## config.mk

```make
export PLATFORM = sky130hd
export DESIGN_NAME = dmem_arbiter_flat
export DESIGN_NICKNAME = d
export VERILOG_FILES = /design/src/rtl/dmem_arbiter_if.sv /design/src/rtl/dmem_arbiter.sv /design/src/flat_wrapper.sv
export SDC_FILE = /design/constraint.sdc
export NUM_CORES = 1
export LEC_CHECK = 0
export CELL_PAD_IN_SITES_DETAIL_PLACEMENT = 0
export CELL_PAD_IN_SITES_GLOBAL_PLACEMENT = 1
export CORE_ASPECT_RATIO = 1.4
export CORE_MARGIN = 5
export CORE_UTILIZATION = 14
export CTS_CLUSTER_DIAMETER = 50
export DETAILED_ROUTE_END_ITERATION = 6
export PLACE_DENSITY_LB_ADDON = 0.1
export SLEW_MARGIN = 20
export SYNTH_ARGS = -nofsm -noshare
export SYNTH_HDL_FRONTEND = slang
export SYNTH_SLANG_ARGS = --single-unit
```

## constraint.sdc

```tcl
create_clock -name clk -period 3.65 [get_ports clk]
set_clock_uncertainty 0.05 [all_clocks]
set_input_delay 0.73 -clock clk [delete_from_list [all_inputs] [get_ports clk]]
set_output_delay 0.73 -clock clk [all_outputs]
set_load 0.1 [all_outputs]
```

## src/rtl/dmem_arbiter_if.sv

```systemverilog
// Bundled bus signals for dmem_arbiter: core port, debug/loader port and the memory side.
// The slave modport is the arbiter's view; the master modport is the requester/memory view.
interface dmem_arbiter_if #(
    parameter int unsigned AW = 8,
    parameter int unsigned DW = 8
);
    logic          c_req;
    logic          c_we;
    logic [AW-1:0] c_addr;
    logic [DW-1:0] c_wdata;
    logic          c_gnt;
    logic          c_stall;
    logic          c_rvalid;
    logic [DW-1:0] c_rdata;

    logic          d_req;
    logic          d_we;
    logic [AW-1:0] d_addr;
    logic [DW-1:0] d_wdata;
    logic          d_gnt;
    logic          d_rvalid;
    logic [DW-1:0] d_rdata;
    logic          d_lock;

    logic          m_en;
    logic          m_we;
    logic [AW-1:0] m_addr;
    logic [DW-1:0] m_wdata;
    logic [DW-1:0] m_rdata;

    modport slave (
        input  c_req, c_we, c_addr, c_wdata,
        output c_gnt, c_stall, c_rvalid, c_rdata,
        input  d_req, d_we, d_addr, d_wdata, d_lock,
        output d_gnt, d_rvalid, d_rdata,
        output m_en, m_we, m_addr, m_wdata,
        input  m_rdata
    );

    modport master (
        output c_req, c_we, c_addr, c_wdata,
        input  c_gnt, c_stall, c_rvalid, c_rdata,
        output d_req, d_we, d_addr, d_wdata, d_lock,
        input  d_gnt, d_rvalid, d_rdata,
        input  m_en, m_we, m_addr, m_wdata,
        output m_rdata
    );
endinterface

```

## src/rtl/dmem_arbiter.sv

```systemverilog
// Core/debug arbiter for a single-port synchronous data memory with read-ownership tracking.
// Define DMEM_ARB_RR_EN for round-robin on contention; otherwise the core has fixed priority.
module dmem_arbiter (
    input logic           clk,
    input logic           reset,
    dmem_arbiter_if.slave bus
);

    typedef enum logic [1:0] {RspNone, RspCore, RspDbg} rsp_e;

    rsp_e rsp_own_q, rsp_own_d;
    logic last_own_q, last_own_d;
    logic lock_own_q, lock_own_d;

    logic c_gnt, d_gnt;
    logic locked;
    logic c_win;

    always_comb begin
        c_gnt  = 1'b0;
        d_gnt  = 1'b0;
        c_win  = 1'b1;
        // A set lock only holds while d_lock stays high, so the core can win the cycle it drops.
        locked = lock_own_q & bus.d_lock;
        if (reset) begin
            if (locked) begin
                d_gnt = bus.d_req;
            end else if (bus.c_req && bus.d_req) begin
`ifdef DMEM_ARB_RR_EN
                c_win = last_own_q;
`else
                c_win = 1'b1;
`endif
                c_gnt = c_win;
                d_gnt = ~c_win;
            end else begin
                c_gnt = bus.c_req;
                d_gnt = bus.d_req;
            end
        end
    end

    always_comb begin
        last_own_d = last_own_q;
        if (d_gnt) begin
            last_own_d = 1'b1;
        end else if (c_gnt) begin
            last_own_d = 1'b0;
        end

        rsp_own_d = RspNone;
        if (c_gnt && !bus.c_we) begin
            rsp_own_d = RspCore;
        end else if (d_gnt && !bus.d_we) begin
            rsp_own_d = RspDbg;
        end

        lock_own_d = bus.d_lock & (lock_own_q | d_gnt);
    end

    always_ff @(posedge clk or negedge reset) begin
        if (!reset) begin
            last_own_q <= 1'b1;
            rsp_own_q  <= RspNone;
            lock_own_q <= 1'b0;
        end else begin
            last_own_q <= last_own_d;
            rsp_own_q  <= rsp_own_d;
            lock_own_q <= lock_own_d;
        end
    end

    assign bus.c_gnt    = c_gnt;
    assign bus.d_gnt    = d_gnt;
    assign bus.c_stall  = bus.c_req & ~c_gnt;

    assign bus.m_en     = c_gnt | d_gnt;
    assign bus.m_we     = d_gnt ? bus.d_we    : (c_gnt & bus.c_we);
    assign bus.m_addr   = d_gnt ? bus.d_addr  : bus.c_addr;
    assign bus.m_wdata  = d_gnt ? bus.d_wdata : bus.c_wdata;

    assign bus.c_rvalid = (rsp_own_q == RspCore);
    assign bus.d_rvalid = (rsp_own_q == RspDbg);
    assign bus.c_rdata  = bus.m_rdata;
    assign bus.d_rdata  = bus.m_rdata;

endmodule

```

## src/flat_wrapper.sv

```systemverilog
// flat-port wrapper written by rule: the top's interface ports become plain ports
module dmem_arbiter_flat 
  (clk, reset, bus_c_req, bus_c_we, bus_c_addr, bus_c_wdata, bus_c_gnt, bus_c_stall, bus_c_rvalid, bus_c_rdata, bus_d_req, bus_d_we, bus_d_addr, bus_d_wdata, bus_d_lock, bus_d_gnt, bus_d_rvalid, bus_d_rdata, bus_m_en, bus_m_we, bus_m_addr, bus_m_wdata, bus_m_rdata);
  dmem_arbiter_if #(.AW(8), .DW(8)) bus_i ();
  input logic clk;
  input logic reset;
  input wire logic [$bits(bus_i.c_req)-1:0] bus_c_req;
  input wire logic [$bits(bus_i.c_we)-1:0] bus_c_we;
  input wire logic [$bits(bus_i.c_addr)-1:0] bus_c_addr;
  input wire logic [$bits(bus_i.c_wdata)-1:0] bus_c_wdata;
  output wire logic [$bits(bus_i.c_gnt)-1:0] bus_c_gnt;
  output wire logic [$bits(bus_i.c_stall)-1:0] bus_c_stall;
  output wire logic [$bits(bus_i.c_rvalid)-1:0] bus_c_rvalid;
  output wire logic [$bits(bus_i.c_rdata)-1:0] bus_c_rdata;
  input wire logic [$bits(bus_i.d_req)-1:0] bus_d_req;
  input wire logic [$bits(bus_i.d_we)-1:0] bus_d_we;
  input wire logic [$bits(bus_i.d_addr)-1:0] bus_d_addr;
  input wire logic [$bits(bus_i.d_wdata)-1:0] bus_d_wdata;
  input wire logic [$bits(bus_i.d_lock)-1:0] bus_d_lock;
  output wire logic [$bits(bus_i.d_gnt)-1:0] bus_d_gnt;
  output wire logic [$bits(bus_i.d_rvalid)-1:0] bus_d_rvalid;
  output wire logic [$bits(bus_i.d_rdata)-1:0] bus_d_rdata;
  output wire logic [$bits(bus_i.m_en)-1:0] bus_m_en;
  output wire logic [$bits(bus_i.m_we)-1:0] bus_m_we;
  output wire logic [$bits(bus_i.m_addr)-1:0] bus_m_addr;
  output wire logic [$bits(bus_i.m_wdata)-1:0] bus_m_wdata;
  input wire logic [$bits(bus_i.m_rdata)-1:0] bus_m_rdata;
  assign bus_i.c_req = bus_c_req;
  assign bus_i.c_we = bus_c_we;
  assign bus_i.c_addr = bus_c_addr;
  assign bus_i.c_wdata = bus_c_wdata;
  assign bus_c_gnt = bus_i.c_gnt;
  assign bus_c_stall = bus_i.c_stall;
  assign bus_c_rvalid = bus_i.c_rvalid;
  assign bus_c_rdata = bus_i.c_rdata;
  assign bus_i.d_req = bus_d_req;
  assign bus_i.d_we = bus_d_we;
  assign bus_i.d_addr = bus_d_addr;
  assign bus_i.d_wdata = bus_d_wdata;
  assign bus_i.d_lock = bus_d_lock;
  assign bus_d_gnt = bus_i.d_gnt;
  assign bus_d_rvalid = bus_i.d_rvalid;
  assign bus_d_rdata = bus_i.d_rdata;
  assign bus_m_en = bus_i.m_en;
  assign bus_m_we = bus_i.m_we;
  assign bus_m_addr = bus_i.m_addr;
  assign bus_m_wdata = bus_i.m_wdata;
  assign bus_i.m_rdata = bus_m_rdata;
  dmem_arbiter u_core (.clk(clk), .reset(reset), .bus(bus_i));
endmodule
```

==> metrics.txt <==
core area 0.00368 mm^2; Seq cells post-synth 3; initial antenna violation count 0; cts repair resizes 0; Total GRT Usage 6.88%; Final ANT Viol Nets 0; Nets 150; vias in the first global route 627; cts hold-fix bufs 0; I/O Buffers 61; Die Ht 83.2 um; Slew headroom 81.9%; Data required, critical path 2.87 ns; Area Overhead vs Synth 140%; Slew Viols, Final 0; Longest Clk Path Bufs 2; setup ws final 0.568 ns; row count 26; Reg-to-Reg End u_core.rsp_own_q[0]; hold depth 1; multi-input logic area 317 um^2; most frequent cells in the layout 38 x clkdlybuf4s50_1, 18 x buf_12, 9 x mux2_4, 7 x mux2_2, 7 x buf_4; Avg WL per Cell 12.5 um; setup violators final 0; crit path capture type output pin; drt pass-1 iters 2; Fin. Hold Viols 0; clock slew at reported path FFs 0.03 ns; Clock Tree Root clkbuf_8; Post-Syn Instances 52; Fmax achieved 324 MHz; CTS Sinks 3; die width 62.3 um; unrepaired setup endpoints after global routing false; crit share post-route 84.4%; R2R setup slack 2.68 ns; register area 75.1 um^2; hold_sp u_core.lock_own_q; VDD IR max 0.141 mV; Mapped Nets 99; Reg2Reg Depth 3; synth unique cells 17; CP Launch Type input pin; Lkg Pwr 0.552 nW; Post-Place Cells 140; post-layout min period 3.08 ns; via count 543; pre-CTS setup slack 0.524 ns; Final GP Congestion 0.687; Critical Path Fanout Max 10; most common cell after layout, fill and taps aside clkdlybuf4s50_1; Slew @ Worst Pin 0.271 ns; hold crit path type flop to flop; drt drc 0; total routed wirelength 1.81 mm; post-synthesis sequential area ratio 14.0%; fillcell total 377; Pwr Density 315 mW/mm^2; Yosys warnings 0; DP Wirelength 1.60 mm; first-pass GRT wire length 2.92 mm; layout cells sized above 1 47.1%; Max Cap Viol 0; largest net degree at the start of global routing 11; # Post-CTS Setup Buffers 0; Worst R2R Start u_core.lock_own_q; CTS Buf Count 3; end of the worst hold path u_core.lock_own_q; Worst-Skew Late Latency 0.21 ns; critical path arrival 2.30 ns; worst hold margin 0.504 ns; # diodes 0; status complete, no violations; Post-Syn Area per Cell 10.3 um^2; Initial Utilization 14.6%; die area 0.00518 mm^2; H-tree depth 1; vias per cell 3.77; IO Count 86; fin cells 144; TNS Setup 0 ns; worst setup path category input pin to output pin; 1st-iter DRT viols 10; grt total ovfl 0; CTS tree yes; Mapped Area 536 um^2; CP startpoint bus_d_lock
-- through the flow --
stage	total power [mW]	util, %	cell area (um^2)
final	0.405	35.0	1290
after global routing	0.418	35.0	1290
after CTS	0.411	35.0	1290
after detailed placement	0.311	33.8	1240
after global placement	0.311	33.8	1240
after floorplan	0.280	-	536
-- worst max-delay path, cell delays in order --
cell	delay, ns
clkdlybuf4s50_1	0.52
a21boi_4	0.10
nor2_4	0.26
buf_12	0.19
mux2_4	0.32
buf_12	0.17
-- area by class of cell --
cell class                      instances  area share (%)
Inverter                                1           0.292
Clock buffer                            4            3.50
Timing Repair Buffer                   63            61.7
Multi-Input combinational cell         31            24.6
Tap cell                               42            4.09
Sequential cell                         3            5.84
-- power breakdown --
group          total, mW  leakage [nW]  switching, mW  internal, mW
Clock             0.0956        0.0228         0.0212        0.0744
Sequential        0.0357        0.0407       0.000891        0.0348
Combinational      0.273         0.489          0.160         0.113
Total              0.405         0.552          0.182         0.223
-- how the worst max path moves through the flow --
stage                          end  slack (ns)  depth (start not counted)
global route         bus_m_addr[1]        0.49                          6
finish              bus_m_wdata[5]        0.57                          6
CTS                 bus_m_wdata[5]        0.53                          6
floorplan                 bus_m_we        0.62                          2
detailed placement  bus_m_wdata[5]        0.52                          6
global placement     bus_m_addr[4]        0.54                          6
-- cell usage after synthesis (all sizes together) --
cell type   n  share of area [%]
a21boi      1                3.5
and2        1                1.4
buf        17                 26
dfrtp       3                 14
inv         1               0.70
mux2       16                 40
nand2       2                1.9
nand3       2                1.9
nor2        3                3.5
nor2b       2                2.3
nor3        1               0.93
o21a        2                2.8
o21ai       1               0.93
-- per-layer routing --
metal,vias up,global-route usage [%],routed length (um)
li1,263,-,-
met1,230,7.31,696
met2,46,11.1,827
met3,4,3.11,257
met4,0,3.86,25
met5,-,0,0
-- registers in the layout, summed over array words and instances, names as in the netlist --
register           count
u_core.rsp_own_q       2
u_core.lock_own_q      1
-- kinds of logic (layout without fill, tap and decap cells) --
family,count (synthesis),in the layout,share of synthesized area [%]
mux,16,16,40.0
simple gates,11,11,11.9
flops,3,3,14.0
compound gates,4,4,7.24
buf+inv,18,68,26.9
No activity file was read; power rests on OpenSTA's default activity.
